File: config.mk
export PLATFORM = sky130hd
export DESIGN_NAME = cp_ctrl
export DESIGN_NICKNAME = d
export VERILOG_FILES = /design/src/rtl/cp_ctrl.sv
export SDC_FILE = /design/constraint.sdc
export NUM_CORES = 1
export LEC_CHECK = 0
export ABC_CLOCK_PERIOD_IN_PS = 3200
export BUFFER_PORTS_ARGS = -buffer_cell sky130_fd_sc_hd__buf_2
export CAP_MARGIN = 20
export CORE_UTILIZATION = 50
export DETAILED_ROUTE_END_ITERATION = 12
export GPL_ROUTABILITY_DRIVEN = 0
export PLACE_DENSITY = 0.8
export SLEW_MARGIN = 20
export SYNTH_ARGS = -nofsm -noshare
export SYNTH_HDL_FRONTEND = slang
export SYNTH_SLANG_ARGS = --single-unit
File: constraint.sdc
create_clock -name clk -period 3.2 [get_ports clk]
set_input_delay 0.64 -clock clk [delete_from_list [all_inputs] [get_ports clk]]
set_output_delay 0.64 -clock clk [all_outputs]
set_load 0.01 [all_outputs]
File: src/rtl/cp_ctrl.sv
// Charge-pump controller: pre-charges the loop filter, then gates PFD up/down
// pulses and switches pump current between acquire and track, with lock detection.
module cp_ctrl #(
    parameter int          PRECHG_CYC = 64,
    parameter int          LOCK_CNT   = 256,
    parameter int          UNLOCK_CNT = 16,
    parameter logic [2:0]  ACQ_CODE   = 3'd7,
    parameter logic [2:0]  TRK_CODE   = 3'd2
) (
    input  logic       clk,
    input  logic       rst,
    input  logic       en,
    input  logic       up_in,
    input  logic       down_in,
    output logic       up_out,
    output logic       down_out,
    output logic [2:0] iamp_sel,
    output logic       locked,
    output logic [1:0] state
);

    localparam int MAX_AB = (PRECHG_CYC > LOCK_CNT) ? PRECHG_CYC : LOCK_CNT;
    localparam int MAX_C  = (MAX_AB > UNLOCK_CNT) ? MAX_AB : UNLOCK_CNT;
    localparam int CW     = $clog2(MAX_C) + 1;

    localparam logic [CW-1:0] PRECHG_LAST = CW'(PRECHG_CYC - 1);
    localparam logic [CW-1:0] LOCK_LAST   = CW'(LOCK_CNT - 1);
    localparam logic [CW-1:0] UNLOCK_LAST = CW'(UNLOCK_CNT - 1);

    typedef enum logic [1:0] {
        IDLE      = 2'd0,
        PRECHARGE = 2'd1,
        ACQUIRE   = 2'd2,
        TRACK     = 2'd3
    } st_t;

    st_t           st;
    logic [CW-1:0] cnt;
    logic          balanced;
    logic          gated_up;
    logic          gated_down;

    assign balanced   = (up_in == down_in);
    assign gated_up   = up_in & ~down_in;
    assign gated_down = down_in & ~up_in;
    assign state      = st;

    // Outputs are computed together with the next state so that every
    // configuration change lands on the same edge as the state change.
    always_ff @(posedge clk) begin
        if (rst || !en) begin
            st       <= IDLE;
            cnt      <= '0;
            up_out   <= 1'b0;
            down_out <= 1'b0;
            iamp_sel <= 3'd0;
            locked   <= 1'b0;
        end else begin
            case (st)
                IDLE: begin
                    st       <= PRECHARGE;
                    cnt      <= '0;
                    up_out   <= 1'b1;
                    down_out <= 1'b0;
                    iamp_sel <= ACQ_CODE;
                    locked   <= 1'b0;
                end
                PRECHARGE: begin
                    if (cnt == PRECHG_LAST) begin
                        st       <= ACQUIRE;
                        cnt      <= '0;
                        up_out   <= gated_up;
                        down_out <= gated_down;
                    end else begin
                        if (cnt != '1) cnt <= cnt + 1'b1;
                        up_out   <= 1'b1;
                        down_out <= 1'b0;
                    end
                    iamp_sel <= ACQ_CODE;
                    locked   <= 1'b0;
                end
                ACQUIRE: begin
                    up_out   <= gated_up;
                    down_out <= gated_down;
                    if (!balanced) begin
                        cnt      <= '0;
                        iamp_sel <= ACQ_CODE;
                        locked   <= 1'b0;
                    end else if (cnt == LOCK_LAST) begin
                        st       <= TRACK;
                        cnt      <= '0;
                        iamp_sel <= TRK_CODE;
                        locked   <= 1'b1;
                    end else begin
                        if (cnt != '1) cnt <= cnt + 1'b1;
                        iamp_sel <= ACQ_CODE;
                        locked   <= 1'b0;
                    end
                end
                TRACK: begin
                    up_out   <= gated_up;
                    down_out <= gated_down;
                    if (balanced) begin
                        cnt      <= '0;
                        iamp_sel <= TRK_CODE;
                        locked   <= 1'b1;
                    end else if (cnt == UNLOCK_LAST) begin
                        st       <= ACQUIRE;
                        cnt      <= '0;
                        iamp_sel <= ACQ_CODE;
                        locked   <= 1'b0;
                    end else begin
                        if (cnt != '1) cnt <= cnt + 1'b1;
                        iamp_sel <= TRK_CODE;
                        locked   <= 1'b1;
                    end
                end
                default: begin
                    st       <= IDLE;
                    cnt      <= '0;
                    up_out   <= 1'b0;
                    down_out <= 1'b0;
                    iamp_sel <= 3'd0;
                    locked   <= 1'b0;
                end
            endcase
        end
    end

endmodule

==> results of run 1 <==
cells by family after synthesis:
logic type      count (synthesis)  share of synthesized area (%)
compound gates                 18                           19.6
xor+xnor                        2                           2.07
fa+ha+maj                       3                           4.44
mux                             2                           2.37
simple gates                   41                           25.9
flops                          16                           37.9
buf+inv                        11                           7.70
placed cells by master, fill, tap and decap left out, types with 2 or more instances in the layout:
| cell type | synthesis | final |
|---|---|---|
| sky130_fd_sc_hd__inv_1 | 6 | 6 |
| sky130_fd_sc_hd__dfxtp_1 | 16 | 16 |
| sky130_fd_sc_hd__nor2_1 | 11 | 11 |
| sky130_fd_sc_hd__nand3_1 | 2 | 2 |
| sky130_fd_sc_hd__nand2_1 | 9 | 9 |
| sky130_fd_sc_hd__a31oi_1 | 2 | 2 |
| sky130_fd_sc_hd__clkbuf_4 | 0 | 3 |
| sky130_fd_sc_hd__mux2i_1 | 2 | 2 |
| sky130_fd_sc_hd__and2_1 | 2 | 2 |
| sky130_fd_sc_hd__and4_1 | 2 | 2 |
| sky130_fd_sc_hd__and3_1 | 2 | 2 |
| sky130_fd_sc_hd__ha_1 | 3 | 3 |
| sky130_fd_sc_hd__nor3_1 | 6 | 6 |
| sky130_fd_sc_hd__a211oi_1 | 3 | 3 |
| sky130_fd_sc_hd__buf_2 | 1 | 12 |
| sky130_fd_sc_hd__o21ai_0 | 2 | 2 |
| sky130_fd_sc_hd__xnor2_1 | 2 | 2 |
| sky130_fd_sc_hd__a21oi_1 | 4 | 4 |
metal layers:
metal,share of wire [%],up-vias,GRT usage (%)
li1,-,357,-
met1,46,332,24.1
met2,46,23,29.3
met3,5.4,5,5.11
met4,2.3,0,13.9
met5,0,-,0
per-stage QoR:
step	worst slack (ns)	total power (W)
after floorplan	1.44	0.000223
after global routing	1.20	0.000375
after CTS	1.36	0.000363
after global placement	1.26	0.000229
final	1.36	0.000360
after detailed placement	1.22	0.000230
worst max-delay path: stages (launching register included):
cell                       delay, ns
sky130_fd_sc_hd__dfxtp_1        0.39
sky130_fd_sc_hd__ha_1           0.26
sky130_fd_sc_hd__and4_1         0.38
sky130_fd_sc_hd__a311oi_4       0.14
sky130_fd_sc_hd__o31ai_4        0.42
sky130_fd_sc_hd__nor3_1         0.12
path summary, 6_finish.rpt:
path | startpoint | end | slack, ns | cells past startpoint
worst max register to register | cnt[0] | cnt[4] | 1.36 | 5
worst max-delay path | cnt[0] | cnt[4] | 1.36 | 5
worst min register to register | cnt[2] | cnt[2] | 0.56 | 2
worst min-delay path | cnt[2] | cnt[2] | 0.56 | 2
sequential cells by signal, indices dropped and copies added (netlist names):
name / flops
cnt: 9
down_out: 1
iamp_sel: 2
locked: 1
state: 2
up_out: 1
area by class of cell:
| type | instances | area (um2) | area share (%) |
|---|---|---|---|
| clock buffers | 4 | 36.3 | 3.95 |
| inverters | 6 | 22.5 | 2.45 |
| multi-input cells | 66 | 459 | 50.0 |
| flip-flops and latches | 16 | 320 | 34.9 |
| well taps | 16 | 20.0 | 2.18 |
| repair buffers | 12 | 60.1 | 6.54 |
where the power goes:
part	total, W	switching, W	internal, W
Sequential	0.000205	0.00000294	0.000202
Clock	0.000135	0.0000656	0.0000695
Combinational	0.0000203	0.0000110	0.00000925
Total	0.000360	0.0000796	0.000281
==> results.md, run 1 <==
Status:
- The run finished with clean final reports.

STA:
- Setup repair after global routing left no endpoint under its margin.
- The final number of max-transition violations was 0.
- The final period utilization is 57.4%.
- Across the routed clock network, the largest skew measured is 0.00561 ns.
- Counting I/O delays and the setup requirement, the final critical path takes 1.84 ns.
- For the pin with the worst max-slew slack, the measured transition is 0.432 ns.
- The upper clock frequency limit is 544 MHz.
- The aggregate negative setup slack is 0 ns.
- Final hold analysis gives a worst-case slack of 0.558 ns.
- Setup violations remaining at the end of the flow were counted as 0.
- The number of hold violations in the final report came to 0.
- The worst relative slew slack is 71.0%.

Logic synthesis:
- The most instantiated library cell after synthesis is sky130_fd_sc_hd__dfxtp_1.
- The async set-or-reset flop fraction in the synthesized netlist is 0%.
- The warning count from the yosys run is 0.
- The number of nets produced by synthesis is 101.
- The most area-hungry cell type in the Yosys netlist is sky130_fd_sc_hd__dfxtp_1.
- The cell count after synthesis is 93.
- The post-synthesis register bit count is 16.
- After synthesis, the mean cell area works out to 9.08 um2.
- After synthesis, flip-flops and latches occupy 37.9% of the total area.
- Counting instances in the post-synthesis netlist gives the leading cell types as 16 x sky130_fd_sc_hd__dfxtp_1, 11 x sky130_fd_sc_hd__nor2_1, 9 x sky130_fd_sc_hd__nand2_1.
- The cell area after synthesis is 845 um2.
- The number of synthesized flops with an enable pin is 0.
- By area the synthesized netlist is led by sky130_fd_sc_hd__dfxtp_1 38%, sky130_fd_sc_hd__nor2_1 4.9%, sky130_fd_sc_hd__ha_1 4.4%, sky130_fd_sc_hd__nand2_1 4.0%, sky130_fd_sc_hd__nor3_1 3.6%.
- The commonest register cell after synthesis is sky130_fd_sc_hd__dfxtp_1.
- The unique cell type count in the Yosys netlist is 33.
- Of the post-synthesis cell area, the dominant cell type holds 37.9%.

Clocking:
- The cell at the root of the clock tree is sky130_fd_sc_hd__clkbuf_4.
- CTS built an H-tree with a depth of 1.
- The buffer count from post-CTS setup fixing is 0.
- TritonCTS built the clock tree.
- For this design, the sink count on the clock tree is 16.
- In this run, CTS created clock tree buffers numbering 3.
- The number of gates resized after CTS was 0.
- For this design, the CTS-stage hold fixing added 0 buffers.
- The clock-pin slew of the registers on the worst-case setup and hold paths is 0.09 ns.
- The clock latency on the worst-skew pair is 0.30 ns.
- The longest clock path from root to sink contains 2 buffers.

Finish:
- In the final layout, the share of cells above drive strength 1 is 22.1%.
- After routing the design area is 918 um2.
- The number of antenna diodes in the final layout is 0.
- For this run, the share of the core covered by cells in the final layout is 59.6%.
- The number of non-filler instances in the completed layout is 120.
- The number of nets at the end of the flow is 113.
- Relative to the synthesized area, the layout overhead comes to 8.74%.
- After filler insertion, the fill cell instance count of the layout stands at 133.

Die:
- The die width is 43.1 um.
- In this run the vertical extent of the chip is 43.1 um.
- The number of standard-cell rows in the floorplan is 14.
- The die area is 1860 um2.
- The initial core utilization is 54.8%.
- The area of the placeable core is 1540 um2.
- During I/O placement, the number of pins put on the boundary was 13.

Placed design:
- The total placed cells including tap cells is 116.
- Buffers placed on the I/O ports in this run total 12.
- The detailed-placement wirelength estimate is 1.17 mm.
- The placed cell area is 882 um2.

Routing:
- In the routed design, unresolved DRC markers number 0.
- The via density per instance is 5.98.
- The post-detailed-routing wire length is 1.63 mm.
- The residual antenna-violating net count after detailed routing is 0.
- The first-iteration detailed-routing DRC count is 24.
- In the final routed layout, each cell accounts on average for 13.6 um.
- Before antenna repair, the detailed router went through 4 iterations.
- The total vias in the final route is 717.

Setup path:
- The kind of start point of the critical path is a flip-flop.
- The kind of end point of the critical path is a flip-flop.
- At the worst endpoint, the arrival time is 2.01 ns.
- For the worst setup path, the data required time is 3.37 ns.
- The critical-path maximum fanout is 8.
- The critical path start-end classification is reg -> reg.

Global route:
- The total overflow reported by the global router is 0.
- The via count of the first global-routing pass was 647.
- The first global-routing pass estimated 2.66 mm of wire.
- The initial antenna violation count is 0.
- The maximum number of pins on one net before global-route repair is 11.
- The overall fraction of global-route tracks in use is 19.6%.

Min path:
- The path class of the tightest hold or removal check is reg -> reg.

Power:
- The standby leakage power is 0.350 nW.
- Dividing total power by cell area gives a power density of 392 nW/um2.
- The peak supply drop is 0.343 mV.

Run:
- The number of maximum-capacitance violations is 0.
No activity file was read; power rests on OpenSTA's default activity.
==> run 2: changes to the inputs <==
--- a/config.mk
+++ b/config.mk
@@ -5,13 +5,14 @@
 export SDC_FILE = /design/constraint.sdc
 export NUM_CORES = 1
 export LEC_CHECK = 0
-export ABC_CLOCK_PERIOD_IN_PS = 3200
+export ABC_AREA = 1
+export ABC_CLOCK_PERIOD_IN_PS = 1800
 export BUFFER_PORTS_ARGS = -buffer_cell sky130_fd_sc_hd__buf_2
 export CAP_MARGIN = 20
 export CORE_UTILIZATION = 50
 export DETAILED_ROUTE_END_ITERATION = 12
 export GPL_ROUTABILITY_DRIVEN = 0
-export PLACE_DENSITY = 0.8
+export PLACE_DENSITY = 0.79
 export SLEW_MARGIN = 20
 export SYNTH_ARGS = -nofsm -noshare
 export SYNTH_HDL_FRONTEND = slang
==> constraint.sdc (replaced) <==
create_clock -name clk -period 1.8 [get_ports clk]
set_input_delay 0.36 -clock clk [delete_from_list [all_inputs] [get_ports clk]]
set_output_delay 0.36 -clock clk [all_outputs]
set_load 0.01 [all_outputs]
==> run 2 against run 1 <==
  * The run now ends with design-rule violations left
  * Clock power up 37%
  * Hold slack worse by 0.29 ns
  * Global-route usage up 0.054 points
  * Sequential share of layout area down 1.7 points
  * Via count up 3.3%
  * Maximum frequency up 21%
  * Synthesized cell count up 26%
  * First-iteration DRC count up 21%
  * Combinational power up 62%
  * Utilization up 2.4 points
  * Largest cell class unchanged
==> results.md, run 2 <==
Placed design:
- The worst setup timing slack at the placement stage is 0.276 ns.
- The detailed-placement wirelength estimate is 1.20 mm.
- Once placement finished, the instance area stood at 943 um2.
- The count of buffers added on input and output ports is 12.

Logic synthesis:
- The most instantiated library cell after synthesis is sky130_fd_sc_hd__nor2_1.
- Sorting the synthesized cells by area gives the leading types as sky130_fd_sc_hd__dfxtp_1 37%, sky130_fd_sc_hd__nor2_1 10%, sky130_fd_sc_hd__nand2_1 7.8%, sky130_fd_sc_hd__inv_1 6.9%, sky130_fd_sc_hd__xor2_1 5.0%.
- The cell area after synthesis is 871 um2.
- Multiplexer cells account for 0% of the synthesized area.
- The synthesized design contains 16 register bits.
- Of the total synthesized cell area, the portion taken by XOR and XNOR cells is 5.03%.
- The synthesized design spends more area on one cell type than any other, namely sky130_fd_sc_hd__dfxtp_1.
- The average size of a mapped cell is 7.44 um2.
- The number of synthesized flops with an enable pin is 0.
- The share of synthesized cell area in and, or, nand and nor gates is 37.9%.
- By count the netlist is led by 24 x sky130_fd_sc_hd__nor2_1, 18 x sky130_fd_sc_hd__nand2_1, 16 x sky130_fd_sc_hd__dfxtp_1, 16 x sky130_fd_sc_hd__inv_1, 6 x sky130_fd_sc_hd__nand3_1.
- The Yosys step of the flow raised 0 warnings.
- The number of different library cells used by synthesis comes to 25.
- Synthesis produced a netlist whose cell count is 117.
- Summing the areas of all compound-gate instances in the mapped netlist gives 6.03% of the synthesized area.
- The commonest register cell after synthesis is sky130_fd_sc_hd__dfxtp_1.
- The fraction of synthesized cell area taken by the top area cell type is 36.8%.
- The synthesized netlist devotes 4.31% of its cell area to adder and majority cells.
- The async set-or-reset flop fraction in the synthesized netlist is 0%.
- The dominant combinational cell family by area after synthesis is simple AND/OR/NAND/NOR gates.
- The number of nets produced by synthesis is 125.
- The sequential element share of the synthesized area is 36.8%.

STA:
- The number of failing setup endpoints in the final timing report is 0.
- Subtracting the final worst setup slack from the clock period gives 1.51 ns.
- The final period utilization is 84.1%.
- The transition time at the pin with the least slew margin is 0.249 ns.
- Headroom to the max-slew limit came out at 83.2%.
- The number of hold violations in the final report came to 0.
- Setup repair after global routing left no endpoint under its margin.
- The worst setup margin is 0.287 ns.
- On the final layout, the worst clock skew is 0.00261 ns.
- Summed over all failing endpoints, the final setup total negative slack is 0 ns.
- The final number of max-transition violations is 0.
- For this run, the top clock speed supported by timing is 661 MHz.
- Final hold analysis gives a worst-case slack of 0.269 ns.

Routing:
- The detail route stage leaves a number of antenna-violating nets equal to 0.
- The total vias in the final route is 741.
- The post-route DRC violation count is 2.
- Dividing the detail-routed wire length by the instance count gives 10.2 um.
- The via density per instance is 5.04.
- The post-detailed-routing wire length is 1.50 mm.
- The detailed router finished its first iteration with 29 violations.
- The number of iterations in the first detailed-routing pass is 8.

Finish:
- The library cell used most frequently in the layout, excluding fill and tap cells, is sky130_fd_sc_hd__nor2_1.
- The count of antenna diodes in the layout is 0.
- The number of nets at the end of the flow is 141.
- The number of flip-flops under the largest register name is 9.
- The cell area after layout is 966 um2.
- Relative to the synthesized area, the layout overhead comes to 10.9%.
- In the layout the commonest cells are 24 x sky130_fd_sc_hd__nor2_1, 18 x sky130_fd_sc_hd__nand2_1, 16 x sky130_fd_sc_hd__inv_1, 16 x sky130_fd_sc_hd__dfxtp_1, 12 x sky130_fd_sc_hd__buf_2.
- The register containing the most flip-flops in the final layout is cnt.
- The number of filler cells placed in the layout is 146.
- The post-route netlist has 25.2% of its cells at a drive strength greater than 1.

Clocking:
- The count of H-tree levels built during CTS is 1.
- Clock tree synthesis found a total of 16 sinks.
- The CTS tree is yes.
- The buffer count from post-CTS setup fixing is 0.
- The clock latency on the worst-skew pair is 0.28 ns.
- The buffer levels on the longest clock path is 2.
- The number of CTS-inserted buffers is 3.
- The cell at the root of the clock tree is sky130_fd_sc_hd__clkbuf_4.
- The number of hold-repair buffers added at the cts stage is 0.
- The clock-pin slew of the registers on the worst-case setup and hold paths is 0.09 ns.
- Gates resized during post-CTS repair numbered 0.

Global route:
- The via count of the first global-routing pass is 640.
- The first-pass GRT wire length is 2.68 mm.
- Global routing finished with a remaining overflow of 0.
- Entering global routing, the biggest net connects 9 pins.
- The initial antenna violation count came to 0.
- The overall fraction of global-route tracks in use is 19.7%.

Setup path:
- The required arrival time at the worst endpoint is 1.98 ns.
- The worst setup path is captured at a flip-flop.
- On the critical path, the stage with the largest delay is an instance of sky130_fd_sc_hd__dfxtp_1.
- The endpoint arrival time on the critical path is 1.70 ns.
- The worst setup path is launched from a flip-flop.
- Among the stages of the critical path, the cell type that occurs most often is sky130_fd_sc_hd__nand3_2.
- The critical path start-end classification is reg -> reg.
- The critical-path maximum fanout is 8.
- For this run, the slowest stage of the critical path takes 0.38 ns.
- Walking the worst path, the cells encountered are ha_1, nand2_4, nor2_8, nand3_2, nand3_1, nand3_2, nand2_2, nor2_1.

Power:
- The sequential share of power is 62.4%.
- In this run switching power makes up 22.5% of total power.
- Cell internal power was estimated by the tool at 0.000450 W.
- Per report_power, the clock group accounts for 32.0% of the total.
- The peak supply drop is 0.378 mV.
- The standby leakage power is 0.537 nW.
- In this run, the combinational gates consume 5.7% of the power.
- The total net switching power is 0.000131 W.
- For this design the ratio of total power to cell area is 601 nW/um2.
- The total power consumption of the routed design is 0.000580 W.

Die:
- The die area is 1910 um2.
- The initial core utilization is 55.9%.
- The I/O pin total is 13.
- The area of the placeable core is 1560 um2.
- From left edge to right edge, the die measures 43.7 um.
- The vertical die dimension is 43.7 um.
- The number of standard-cell rows in the floorplan is 14.

Status:
- The run finished, with violations left.
- The final reports fail on design-rule violations.

Run:
- Across the run, the number of max-cap violations was 0.

Min path:
- The worst hold path belongs to the class in -> reg.
## run 2: final cells by class
class	instances	area, um2	share of cell area (%)
Clock buffer	3	22.5	2.33
Inverter	21	78.8	8.16
Multi-Input combinational cell	79	464	48.1
Sequential cell	16	320	33.2
Tap cell	16	20.0	2.07
Timing Repair Buffer	12	60.1	6.22
## run 2: path summary, 6_finish.rpt
check                            start     endpoint  slack, ns  cells after the start
worst min register to register  cnt[8]       cnt[8]       0.53                      2
worst min-delay path               rst  iamp_sel[1]       0.27                      2
worst max-delay path            cnt[1]       cnt[4]       0.29                      8
worst max register to register  cnt[1]       cnt[4]       0.29                      8
## run 2: worst max-delay path, delay by kind of cell, from the launching register on
family,cells,cell delay [ns]
and+or+nand+nor,7,0.81
DFF,1,0.38
adders and majority gates,1,0.23
## run 2: metrics by stage
| step | std cells | utilization (%) |
|---|---|---|
| floorplan | 117 | - |
| global placement | 144 | 60.5 |
| detailed placement | 144 | 60.5 |
| CTS | 147 | 62.0 |
| global route | 147 | 62.0 |
| finish | 147 | 62.0 |
## run 2: cells by family (layout without fill, tap and decap cells)
logic type | after synthesis | count (layout)
AOI/OAI and AO/OA | 8 | 8
xor gates and xnor gates | 5 | 5
adders and majority gates | 3 | 3
buffers and inverters | 22 | 36
DFF | 16 | 16
and+or+nand+nor | 63 | 63
## run 2: routing by layer
metal / routed length (um) / GRT usage, % / vias to the layer above
li1: - / - / 391
met1: 720 / 26.0 / 329
met2: 695 / 29.0 / 16
met3: 53 / 5.00 / 5
met4: 32 / 11.3 / 0
met5: 0 / 0 / -
## run 2: power groups by stage
| stage | Combinational (W) | Sequential, W | Clock, W |
|---|---|---|---|
| after CTS | 0.0000329 | 0.000362 | 0.000195 |
| final | 0.0000328 | 0.000362 | 0.000185 |
| after floorplan | 0.0000177 | 0.000373 | 0 |
| after detailed placement | 0.0000328 | 0.000371 | 0 |
| after global routing | 0.0000373 | 0.000363 | 0.000214 |
| after global placement | 0.0000316 | 0.000370 | 0 |
==> run 3: changes to the inputs <==
==> config.mk (replaced) <==
export PLATFORM = sky130hd
export DESIGN_NAME = cp_ctrl
export DESIGN_NICKNAME = d
export VERILOG_FILES = /design/src/rtl/cp_ctrl.sv
export SDC_FILE = /design/constraint.sdc
export NUM_CORES = 1
export LEC_CHECK = 0
export ABC_AREA = 0
export ABC_CLOCK_PERIOD_IN_PS = 1200
export BUFFER_PORTS_ARGS = -buffer_cell sky130_fd_sc_hd__buf_2
export CAP_MARGIN = 20
export CORE_UTILIZATION = 48
export DETAILED_ROUTE_END_ITERATION = 12
export GPL_ROUTABILITY_DRIVEN = 0
export PLACE_DENSITY = 0.8
export SLEW_MARGIN = 20
export SYNTH_ARGS = -nofsm -noshare
export SYNTH_HDL_FRONTEND = slang
export SYNTH_SLANG_ARGS = --single-unit
==> constraint.sdc (replaced) <==
create_clock -name clk -period 1.2 [get_ports clk]
set_input_delay 0.24 -clock clk [delete_from_list [all_inputs] [get_ports clk]]
set_output_delay 0.24 -clock clk [all_outputs]
set_load 0.01 [all_outputs]
==> run 3 against run 2 <==
  * The flow finishes with violations (negative setup slack)
  * Via count is 33% higher
  * Wire length increased by 110%
  * Total power up 79%
  * Combinational power rose to 3.7 times the previous value
  * Sequential power rose by 49%
  * Cell count up 4.8%
  * Flip-flop and latch count unchanged
  * Maximum frequency is 2.4% lower
  * Setup slack worse by 0.64 ns
  * Clock power rose by 100%
  * Sequential share of layout area decreased by 8.6 points
  * Critical path depth fell by 2
  * Critical path type unchanged
  * Highest routed layer unchanged
==> results.md, run 3 (synthesis gave the netlist of run 1 again) <==
Global route:
- The total overflow left after global routing is 0.
- The first-pass GRT wire length is 3.95 mm.
- The maximum number of pins on one net before global-route repair is 10.
- The initial antenna violation count came to 0.
- The via count of the first global-routing pass is 816.
- The overall fraction of global-route tracks in use is 29.5%.

STA:
- The final number of max-transition violations is 0.
- In this run the tightest slew margin relative to its limit is 79.8%.
- The transition time at the pin with the least slew margin is 0.303 ns.
- The clock skew is 0.00755 ns.
- The worst setup margin is -0.351 ns.
- Setup repair after global routing could not meet its margin everywhere.
- The final period utilization is 129%.
- Static timing analysis puts the maximum clock frequency at 645 MHz.
- Counting I/O delays and the setup requirement, the final critical path takes 1.55 ns.
- The number of hold violations in the final report came to 0.
- Setup violations remaining at the end of the flow were counted as 15.

Finish:
- The multi-input combinational cells in the finished layout cover a total of 594 um2.
- The growth of design area from synthesis to finish is 61.5%.
- Leaving out fill and tap cells, the most frequent cell in the layout is sky130_fd_sc_hd__buf_4.
- The filler cells instantiated in the layout total 73.
- In the layout the commonest cells are 29 x sky130_fd_sc_hd__buf_4, 10 x sky130_fd_sc_hd__dfxtp_1, 10 x sky130_fd_sc_hd__buf_2.
- The register with the most flip-flops in the final layout is cnt.
- The count of antenna diodes in the layout is 0.
- Once layout is complete, the utilization of the core stands at 86.5%.
- The flip-flop and latch area is 335 um2.
- The number of flip-flops under the largest register name is 9.
- The number of non-filler instances in the completed layout is 154.
- Of the cells placed in the final design, the portion with a size suffix greater than 1 is 60.1%.
- The final layout contains 147 nets.

Power:
- The peak supply drop is 0.747 mV.
- The total power consumption of the routed design is 0.00104 W.
- The standby leakage power is 0.542 nW.
- The cell area power density is 760 nW/um2.

Placed design:
- The total placed cells including tap cells is 142.
- The detailed-placement wirelength estimate is 1.61 mm.
- In this run the tool buffered the top-level ports with 12 buffer cells.
- The worst setup timing slack at the placement stage is -0.388 ns.

Die:
- The die covers 1930 um2.
- During I/O placement, the number of pins put on the boundary was 13.
- In this run the standard cell core region covers 1580 um2.
- From left edge to right edge, the die measures 43.9 um.
- The initial core utilization is 53.6%.
- The floorplan has 14 rows.
- In this run the vertical extent of the chip is 43.9 um.

Routing:
- The number of iterations in the first detailed-routing pass is 6.
- The residual antenna-violating net count after detailed routing is 0.
- The via density per instance is 6.42.
- The first-iteration detailed-routing DRC count is 55.
- The post-route DRC violation count is 0.
- The routed length per placed instance is 20.3 um.
- The post-detailed-routing wire length is 3.13 mm.
- The total vias in the final route is 988.

Clocking:
- For the worst-skew pair, the clock arrives at the later sink with an insertion delay of 0.30 ns.
- The count of H-tree levels built during CTS is 1.
- The clock passes through at most 2 buffers.
- Clock tree synthesis inserted a total of 3 buffers.
- TritonCTS built the clock tree.
- The clock-pin slew of the registers on the worst-case setup and hold paths is 0.11 ns.
- The clock drives 16 sinks.
- The root buffer cell chosen for the clock tree is sky130_fd_sc_hd__clkbuf_4.

Run:
- The number of maximum-capacitance violations is 0.

Setup path:
- The endpoint arrival time on the critical path is 1.75 ns.
- The kind of start point of the critical path is a flip-flop.
- In this design, the stage delay of the slowest critical-path cell is 0.38 ns.
- The critical-path maximum fanout is 8.
- The slowest stage of the critical path belongs to the cell sky130_fd_sc_hd__dfxtp_2.
- The required arrival time at the worst endpoint is 1.40 ns.
- Traced cell by cell, the critical path runs through ha_4, and4_4, a311oi_4, o31ai_4, buf_12, nor2_1.
- STA classifies the critical path endpoint as a flip-flop.
- The critical path start-end classification is reg -> reg.

Status:
- The checks that failed: negative setup slack.
- The flow ran to the end, but the final reports show violations.

Min path:
- The min-delay analysis places its worst path in the category in -> reg.
[run 3: cell count changes in the layout (fill, tap and decap cells not counted), moves of 4 or more]
cell	delta
sky130_fd_sc_hd__buf_4	+29
sky130_fd_sc_hd__nor2_1	-16
sky130_fd_sc_hd__inv_1	-10
sky130_fd_sc_hd__nand2_1	-10
sky130_fd_sc_hd__buf_6	+6
sky130_fd_sc_hd__dfxtp_1	-6
sky130_fd_sc_hd__inv_2	-5
sky130_fd_sc_hd__xor2_1	-5
sky130_fd_sc_hd__nand3_1	-4
sky130_fd_sc_hd__nor3_2	+4
[run 3: layout make-up]
type	count	area share, %
multi-input cells	66	43.6
repair buffers	46	26.1
flip-flops and latches	16	24.6
clock buffers	4	2.66
inverters	6	1.65
well taps	16	1.47
[run 3: critical path, delay by kind of cell (launching register included)]
family / cells / cell delay [ns]
buffers and inverters: 1 / 0.17
adders and majority gates: 1 / 0.17
AOI/OAI and AO/OA: 2 / 0.42
and+or+nand+nor: 2 / 0.31
DFF: 1 / 0.38
[run 3: metrics by stage]
stage | hold WS, ns | area, um2 | TNS, ns
4_1_cts | 0.255 | 1230 | -3.26
6_report | 0.304 | 1360 | -4.25
5_1_grt | 0.295 | 1360 | -4.68
2_1_floorplan | 0.457 | 885 | -2.16
3_3_place_gp | 0.557 | 1120 | -3.57
3_5_place_dp | 0.565 | 1120 | -3.97
[run 3: report_power, final]
group / switching, W / total [W] / leakage (nW) / internal, W
clock network: 0.000193 / 0.000378 / 0.0210 / 0.000185
registers: 0.00000560 / 0.000539 / 0.134 / 0.000534
logic: 0.0000607 / 0.000120 / 0.387 / 0.0000588
total: 0.000259 / 0.00104 / 0.542 / 0.000777
[run 3: metal layers]
layer	wire, um	vias to the layer above	track usage [%]
met5	0	-	0
met4	163	0	13.9
met3	291	26	6.67
met2	1480	83	45.4
met1	1200	456	39.3
li1	-	423	-
[run 3: worst paths after layout]
path	start	end	slack, ns	depth (start not counted)
max	cnt[0]	cnt[5]	-0.35	6
min	down_in	down_out	0.30	3
max reg2reg	cnt[0]	cnt[5]	-0.35	6
min reg2reg	cnt[0]	cnt[1]	0.68	3
[run 3: what timing repair did]
action,in CTS,in global routing
resized for setup,20,15
setup buffers,6,7
setup endpoints to repair,17,17
hold buffers,0,0
pin swaps,14,10
